$ cat src/rtl/det5_laplace_seq_if.sv
// Bundle of signals between the 5x5 determinant controller, the command
// logic that issues requests, and the shared combinational det4 datapath.
// The slave view belongs to the controller; the master view belongs to
// whoever drives requests and supplies the det4 results.
interface det5_laplace_seq_if #(
  parameter int W = 8
);
  logic             start;
  logic [25*W-1:0]  matrix;
  logic             busy;
  logic             done;
  logic [W-1:0]     det;
  logic             ovf;
  logic [16*W-1:0]  minor;
  logic [W-1:0]     minor_det;
  logic             minor_ovf;

  modport slave (
    input  start, matrix, minor_det, minor_ovf,
    output busy, done, det, ovf, minor
  );

  modport master (
    output start, matrix, minor_det, minor_ovf,
    input  busy, done, det, ovf, minor
  );
endinterface

$ cat src/rtl/det5_laplace_seq.sv
// Sequential 5x5 determinant by cofactor expansion along row 0.
// One external combinational det4 unit is time-shared over the five minors:
// each nonzero row-0 column costs a SETUP cycle (register the minor) and an
// ACC cycle (sample det4 and accumulate); zero columns cost one SETUP cycle.
module det5_laplace_seq #(
  parameter int W    = 8,
  parameter int ACCW = 20
) (
  input logic               clk,
  input logic               rst,
  det5_laplace_seq_if.slave bus
);

  typedef enum logic [1:0] {
    IDLE,
    SETUP,
    ACC,
    FIN
  } state_t;

  localparam logic signed [ACCW-1:0] ResMax = ACCW'((2 ** (W - 1)) - 1);
  localparam logic signed [ACCW-1:0] ResMin = ACCW'(-(2 ** (W - 1)));

  state_t                  state_q, state_d;
  logic [2:0]              col_q, col_d;
  logic signed [ACCW-1:0]  acc_q, acc_d;
  logic                    ovfAcc_q, ovfAcc_d;
  logic [25*W-1:0]         mReg_q, mReg_d;
  logic [16*W-1:0]         minor_q, minor_d;
  logic [W-1:0]            det_q, det_d;
  logic                    ovf_q, ovf_d;

  logic signed [W-1:0]     pivot;
  logic signed [W-1:0]     minorDet;
  logic signed [2*W-1:0]   product;
  logic signed [ACCW-1:0]  productExt;
  logic [16*W-1:0]         minorCut;

  assign minorDet   = bus.minor_det;
  assign product    = pivot * minorDet;
  assign productExt = {{(ACCW - 2*W){product[2*W-1]}}, product};

  // Select the row-0 element of the column currently being expanded.
  always_comb begin
    pivot = mReg_q[25*W-1 - W*int'(col_q) -: W];
  end

  // Build the 4x4 minor: drop row 0 and the current column, keep order.
  always_comb begin
    minorCut = '0;
    for (int r = 0; r < 4; r++) begin
      for (int c = 0; c < 4; c++) begin
        minorCut[16*W-1 - W*(4*r + c) -: W] =
          mReg_q[25*W-1 - W*(5*(r + 1) + ((c < int'(col_q)) ? c : c + 1)) -: W];
      end
    end
  end

  // Next-state logic; det/ovf are loaded on the edge that enters FIN so
  // they are already valid during the done cycle.
  always_comb begin
    state_d  = state_q;
    col_d    = col_q;
    acc_d    = acc_q;
    ovfAcc_d = ovfAcc_q;
    mReg_d   = mReg_q;
    minor_d  = minor_q;
    det_d    = det_q;
    ovf_d    = ovf_q;

    case (state_q)
      IDLE: begin
        if (bus.start) begin
          mReg_d   = bus.matrix;
          acc_d    = '0;
          ovfAcc_d = 1'b0;
          col_d    = 3'd0;
          state_d  = SETUP;
        end
      end

      SETUP: begin
        if (pivot == '0) begin
          if (col_q == 3'd4) begin
            state_d = FIN;
          end else begin
            col_d = col_q + 3'd1;
          end
        end else begin
          minor_d = minorCut;
          state_d = ACC;
        end
      end

      ACC: begin
        if (col_q[0]) begin
          acc_d = acc_q - productExt;
        end else begin
          acc_d = acc_q + productExt;
        end
        ovfAcc_d = ovfAcc_q | bus.minor_ovf;
        if (col_q == 3'd4) begin
          state_d = FIN;
        end else begin
          col_d   = col_q + 3'd1;
          state_d = SETUP;
        end
      end

      FIN: begin
        state_d = IDLE;
      end

      default: begin
        state_d = IDLE;
      end
    endcase

    if ((state_d == FIN) && (state_q != FIN)) begin
      det_d = acc_d[W-1:0];
      ovf_d = ovfAcc_d | (acc_d > ResMax) | (acc_d < ResMin);
    end
  end

  // State and datapath registers; reset aborts any operation at once.
  always_ff @(posedge clk or posedge rst) begin
    if (rst) begin
      state_q  <= IDLE;
      col_q    <= 3'd0;
      acc_q    <= '0;
      ovfAcc_q <= 1'b0;
      mReg_q   <= '0;
      minor_q  <= '0;
      det_q    <= '0;
      ovf_q    <= 1'b0;
    end else begin
      state_q  <= state_d;
      col_q    <= col_d;
      acc_q    <= acc_d;
      ovfAcc_q <= ovfAcc_d;
      mReg_q   <= mReg_d;
      minor_q  <= minor_d;
      det_q    <= det_d;
      ovf_q    <= ovf_d;
    end
  end

  assign bus.busy  = (state_q != IDLE);
  assign bus.done  = (state_q == FIN);
  assign bus.det   = det_q;
  assign bus.ovf   = ovf_q;
  assign bus.minor = minor_q;

endmodule
$ cat src/flat_wrapper.sv
// flat-port wrapper written by rule: the top's interface ports become plain ports
module det5_laplace_seq_flat 
#(
  parameter int W    = 8,
  parameter int ACCW = 20
)
  (clk, rst, bus_start, bus_matrix, bus_minor_det, bus_minor_ovf, bus_busy, bus_done, bus_det, bus_ovf, bus_minor);
  det5_laplace_seq_if #(.W(W)) bus_i ();
  input logic clk;
  input logic rst;
  input wire logic [$bits(bus_i.start)-1:0] bus_start;
  input wire logic [$bits(bus_i.matrix)-1:0] bus_matrix;
  input wire logic [$bits(bus_i.minor_det)-1:0] bus_minor_det;
  input wire logic [$bits(bus_i.minor_ovf)-1:0] bus_minor_ovf;
  output wire logic [$bits(bus_i.busy)-1:0] bus_busy;
  output wire logic [$bits(bus_i.done)-1:0] bus_done;
  output wire logic [$bits(bus_i.det)-1:0] bus_det;
  output wire logic [$bits(bus_i.ovf)-1:0] bus_ovf;
  output wire logic [$bits(bus_i.minor)-1:0] bus_minor;
  assign bus_i.start = bus_start;
  assign bus_i.matrix = bus_matrix;
  assign bus_i.minor_det = bus_minor_det;
  assign bus_i.minor_ovf = bus_minor_ovf;
  assign bus_busy = bus_i.busy;
  assign bus_done = bus_i.done;
  assign bus_det = bus_i.det;
  assign bus_ovf = bus_i.ovf;
  assign bus_minor = bus_i.minor;
  det5_laplace_seq #(.W(W), .ACCW(ACCW)) u_core (.clk(clk), .rst(rst), .bus(bus_i));
endmodule
$ cat config.mk
export PLATFORM = sky130hd
export DESIGN_NAME = det5_laplace_seq_flat
export DESIGN_NICKNAME = d
export VERILOG_FILES = /design/src/rtl/det5_laplace_seq_if.sv /design/src/rtl/det5_laplace_seq.sv /design/src/flat_wrapper.sv
export SDC_FILE = /design/constraint.sdc
export NUM_CORES = 1
export LEC_CHECK = 0
export ABC_AREA = 1
export CORE_ASPECT_RATIO = 1.4
export CORE_MARGIN = 4
export CORE_UTILIZATION = 52
export CTS_CLUSTER_DIAMETER = 120
export DETAILED_ROUTE_END_ITERATION = 12
export GPL_TIMING_DRIVEN = 0
export PLACE_DENSITY = 0.79
export SYNTH_ARGS = -nofsm -noshare
export SYNTH_HDL_FRONTEND = slang
export SYNTH_SLANG_ARGS = --single-unit
export TNS_END_PERCENT = 50
$ cat constraint.sdc
create_clock -name clk -period 13.6 [get_ports clk]
set_input_delay 2.72 -clock clk [delete_from_list [all_inputs] [get_ports clk]]
set_output_delay 2.72 -clock clk [all_outputs]
set_load 0.005 [all_outputs]
# Word level (Yosys, flattened, before mapping)
# Cells that the tools add are included.
[totals]
reg_bits = 363
inputBits = 212
output_inout_bits = 139
[classes]
n_addsub = 36
n_mul = 1
n_lt_le_gt_ge = 6
n_eq_ne = 8
shift = 17
n_mux = 18
n_bitwise = 4
reduce_logical = 8
[ops]
columns = ["cell", "count"]
rows = [
  ["$shiftx A207 B32 Y8", 16],
  ["$sub A9 B32 Y32 const A", 16],
  ["$shiftx A207 B9 Y8", 1],
  ["$add A5 B29 Y29 const A", 4],
  ["$add A6 B29 Y29 const A", 4],
  ["$add A4 B29 Y29 const A", 2],
  ["$mux W20", 2],
  ["$pmux W20 S2", 1],
  ["$add A20 B16 Y20", 1],
  ["$add A4 B2 Y5 const A", 4],
  ["$gt A20 B8 Y1 const B", 1],
  ["$lt A20 B8 Y1 const B", 1],
  ["$sub A20 B16 Y20", 1],
  ["$mul A8 B8 Y16", 1],
  ["$mux W3", 4],
  ["$mux W2", 5],
  ["$pmux W3 S3", 1],
  ["$sub A8 B6 Y9 const A", 1],
  ["$add A3 B2 Y4 const A", 2],
  ["$logic_not A8 Y1", 1],
  ["$pmux W2 S4", 1],
  ["$eq A2 B2 Y1 const B", 3],
  ["$lt A1 B3 Y1 const A", 2],
  ["$lt A2 B3 Y1 const A", 2],
  ["15 further kinds", 21],
]

# Logic depth before layout (Yosys ltp)
[depth]
word_depth = 9
mapped_depth = 50
ltp_nobuf = 47

# Worst setup path after synthesis
# No wires, ideal clock.
[synth_path]
kind = "input to register"
from = "input port bus_minor_det[4]"
to = "register u_core.ovf_q (netlist: u_core.bus.ovf)"
setup_ns = 0.113
arrival_time_ns = 8.299
setup_slack_ns = 5.188
stages = 38
path_buffers = 0
path_cell_list = "inv_1 > nor2_1 > fa_1 > inv_1 > fa_1 > inv_1 > fa_1 > inv_1 > fa_1 > inv_1 > ha_1 > nand2_1 > nor2_1 > nand3_1 > nand3_1 > nand2_1 > nand2_1 > nand2_1 > (+2 left out) > nand3_2 > inv_1 > a31oi_1 > ha_1 > a21oi_1 > o31ai_1 > a21oi_1 > nand3_1 > a21oi_1 > o21ai_0 > o21ai_0 > inv_1 > nor3_1 > nand3b_1 > nand2_1 > nand3_1 > nand2_1 > inv_1"
[synth_between]
elab_chain_cells = 7
word_cells_on_any_way = 9
[synth_rtl]
columns = ["element", "line_no", "rtl"]
rows = [
  ["from (decl)", "flat_wrapper.sv:13", "input wire logic [$bits(bus_i.minor_det)-1:0] bus_minor_det;"],
  ["$mul A8 B8 Y16 *", "det5_laplace_seq.sv:40", "assign product = pivot * minorDet;"],
  ["$add A20 B16 Y20 or $sub A20 B16 Y20 (tied branches)", "det5_laplace_seq.sv:99, det5_laplace_seq.sv:97", ""],
  ["$mux W20 *", "det5_laplace_seq.sv:96", "if (col_q[0]) begin"],
  ["$pmux W20 S2 *", "det5_laplace_seq.sv:71", "case (state_q)"],
  ["net u_core.acc_d[18]", "det5_laplace_seq.sv:26", "logic signed [ACCW-1:0] acc_q, acc_d;"],
  ["$gt A20 B8 Y1", "det5_laplace_seq.sv:121", "ovf_d = ovfAcc_d | (acc_d > ResMax) | (acc_d < ResMin);"],
  ["$or A1 B1 Y1", "det5_laplace_seq.sv:121", ""],
  ["$or A1 B1 Y1 *", "det5_laplace_seq.sv:121", ""],
  ["to (signal assigned)", "det5_laplace_seq.sv:144", "ovf_q <= ovf_d;"],
  ["to (decl)", "det5_laplace_seq.sv:31", "logic ovf_q, ovf_d;"],
]
# The timed path passes the listed nets; every way through them passes the cells marked *.
# A chain may end at the register's enable or synchronous reset.

# Worst setup path in the final report
# Same ends and word-level chain as after synthesis.

==> run metrics <==
DP Worst Slack=3.49 ns; final setup violation count=0; WHS Path Cells=2; WP depth=38; Vias/cell=5.55; core area=0.0369 sq mm; CP Launch Type=primary input; Max Slew Vio Count=0; area of the mapped netlist=0.0195 sq mm; flop-to-flop setup slack=4.46 ns; critical path class=primary input to flop; row cnt=83; Worst-path clk slew=0.06 ns; crit share post-route=0.706; largest fanout on the critical path=6; Post-CTS Setup Inserts=0; post-synthesis instance total=2448; vias in the first global route=19200; slowest stage cell on the critical path=fa_1; Worst path top cell family by delay=adder cells; endpoints failing hold=0; Hold Crit Start=u_core.mReg_q[34]$_DFFE_PP0P_; commonest non-fill, non-tap cell in the layout=nand2_1; die footprint=0.0408 sq mm; status=completed; largest incremental delay on the critical path=0.65 ns; Synth top area share=0.465; Starting Density=0.530; RSZ-0062 raised after global routing=false; critical path capture point type=flop; clock skew=0.0119 ns; share of cells above drive strength 1=0.0496; Resized Gates After CTS=0; synth top area cells=dfrtp_1, nand2_1, fa_1; CP required=14.03 ns; Tmin final=9.60 ns; area delta synth->final=27.6%; # port buffers=350; Worst R2R Start=u_core.col_q[0]$_DFFE_PP0P_; Synth area leader=dfrtp_1; fmax=104 MHz; worst setup path startpoint=bus_minor_det[4]; wire per inst=19.8 um; CTS tree=yes; clock tree buffer depth=3; DRC=0; post-synthesis sequential area ratio=0.465; Most common cell on crit path=inv_1; die height=237 um; Starting DRT DRC Count=1566; I/O Pins=351; DIE WIDTH=172 um; Hold Crit Class=flop to flop; Remaining Overflow, GRT=0; GPL Wtd Cong=0.968; root buffer cell=clkbuf_16; Final HPWL DP=51100 um; Yosys cell types=53; Net count, final=3162; RR Endpoint=u_core.bus.ovf$_DFFE_PP0P_; final worst slack=4.00 ns; DR vias=18500; Clock Latency Late Sink=0.54 ns; Post-Syn Area per Cell=7.98 sq um; final wirelength=66200 um; largest net degree at the start of global routing=134; CTS H-tree depth=2; number of flops mapped to enable cells by yosys=0; YS warnings=0; r2r worst-path depth=46; slew margin rel.=0.254; max_cap viols=0; register bit total from synthesis=363; global-route wire length before repair=103000 um; Main synth FF type=dfrtp_1; Worst Max-Slew Pin Slew=1.12 ns; hold_buf cts=0; hold endpoint=u_core.mReg_q[34]$_DFFE_PP0P_; clock sinks=363; Buf+Inv Stages, Crit Path=9; antenna violations before repair=7; async set-reset flop share out of synthesis=1.00; synthesized net count=2772; drt pass-1 iters=6; DRT antenna net count=0; total CTS buffers=36; Total Routing Usage GR=0.322; Worst Path Arrival=10.03 ns; commonest cells after routing, fill and taps aside=nand2_1, dfrtp_1, clkdlybuf4s50_1
-- worst max path at each step --
| stage | endpoint |
|---|---|
| floorplan | u_core.acc_q[0]$_DFF_PP0_ |
| global placement | u_core.mReg_q[6]$_DFFE_PP0P_ |
| detailed placement | u_core.bus.ovf$_DFFE_PP0P_ |
| CTS | u_core.bus.ovf$_DFFE_PP0P_ |
| global route | u_core.bus.ovf$_DFFE_PP0P_ |
| finish | u_core.bus.ovf$_DFFE_PP0P_ |
-- worst register-to-register path: cells and delay by family, from the launching register on --
family	cells	cell delay (ns)
flip-flops	1	0.44
AND/OR/NAND/NOR	14	1.81
buffers and inverters	12	1.64
XOR/XNOR	1	0.23
AO/OA/AOI/OAI	12	1.76
adder cells (fa/ha/maj)	7	3.15
-- metal layers --
layer / part of all wire / GRT usage / vias up
met1: 0.34 / 0.357 / 8899
li1: - / - / 8517
met3: 0.079 / 0.0722 / 231
met5: 0.00060 / 0 / -
met4: 0.069 / 0.188 / 6
met2: 0.51 / 0.563 / 867
-- logic make-up after synthesis --
family                     share of synthesized area
adders and majority gates                     0.0933
and+or+nand+nor                                0.245
DFF                                            0.465
xor gates and xnor gates                      0.0117
AOI/OAI and AO/OA                              0.113
buffers and inverters                         0.0718
-- sequential cells by signal (all words and copies together) (netlist names) --
name              cells
u_core.bus.ovf        1
u_core.bus.minor    128
u_core.ovfAcc_q       1
u_core.bus.det        8
u_core.mReg_q       200
u_core.state_q        2
u_core.acc_q         20
u_core.col_q          3
-- metrics by stage --
stage	hold slack (ns)	utilization	TNS, ns	cells	cell area [sq um]
floorplan	0.444	-	0	2448	19500
global placement	0.461	0.640	-1102.67	3265	23600
detailed placement	0.465	0.642	0	3267	23700
CTS	0.482	0.676	0	3332	24900
global route	0.505	0.676	0	3336	24900
finish	0.481	0.676	0	3337	24900
-- Yosys cell counts, types with 3 or more instances --
master / number
nand4_1: 10
buf_1: 3
o21ai_0: 222
dfrtp_1: 363
o22ai_1: 3
nand3_1: 70
inv_1: 214
a31oi_1: 71
fa_1: 56
xnor2_1: 9
ha_1: 56
o21bai_1: 4
buf_6: 5
o21ai_1: 20
inv_2: 12
o211ai_1: 4
clkbuf_1: 74
nand2_2: 9
o211ai_2: 8
buf_2: 30
clkinv_1: 4
nor2_1: 169
a21oi_1: 58
nor3_1: 8
nand3b_1: 3
xor2_1: 17
nand2_1: 913
-- layout make-up --
| cell class | instances | area [sq um] |
|---|---|---|
| antenna | 5 | 12.5 |
| clock inverter | 12 | 176 |
| clock buffer | 53 | 1060 |
| fill | 2932 | 11900 |
| inverter | 233 | 887 |
| timing repair buffer | 352 | 3560 |
| sequential | 363 | 9080 |
| buffer | 114 | 523 |
| multi-input combinational | 1738 | 9040 |
| tap | 467 | 584 |
Power is left out: the tool's default activity adds up to more than one toggle a clock period on the data nets, which glitch-free logic cannot reach.
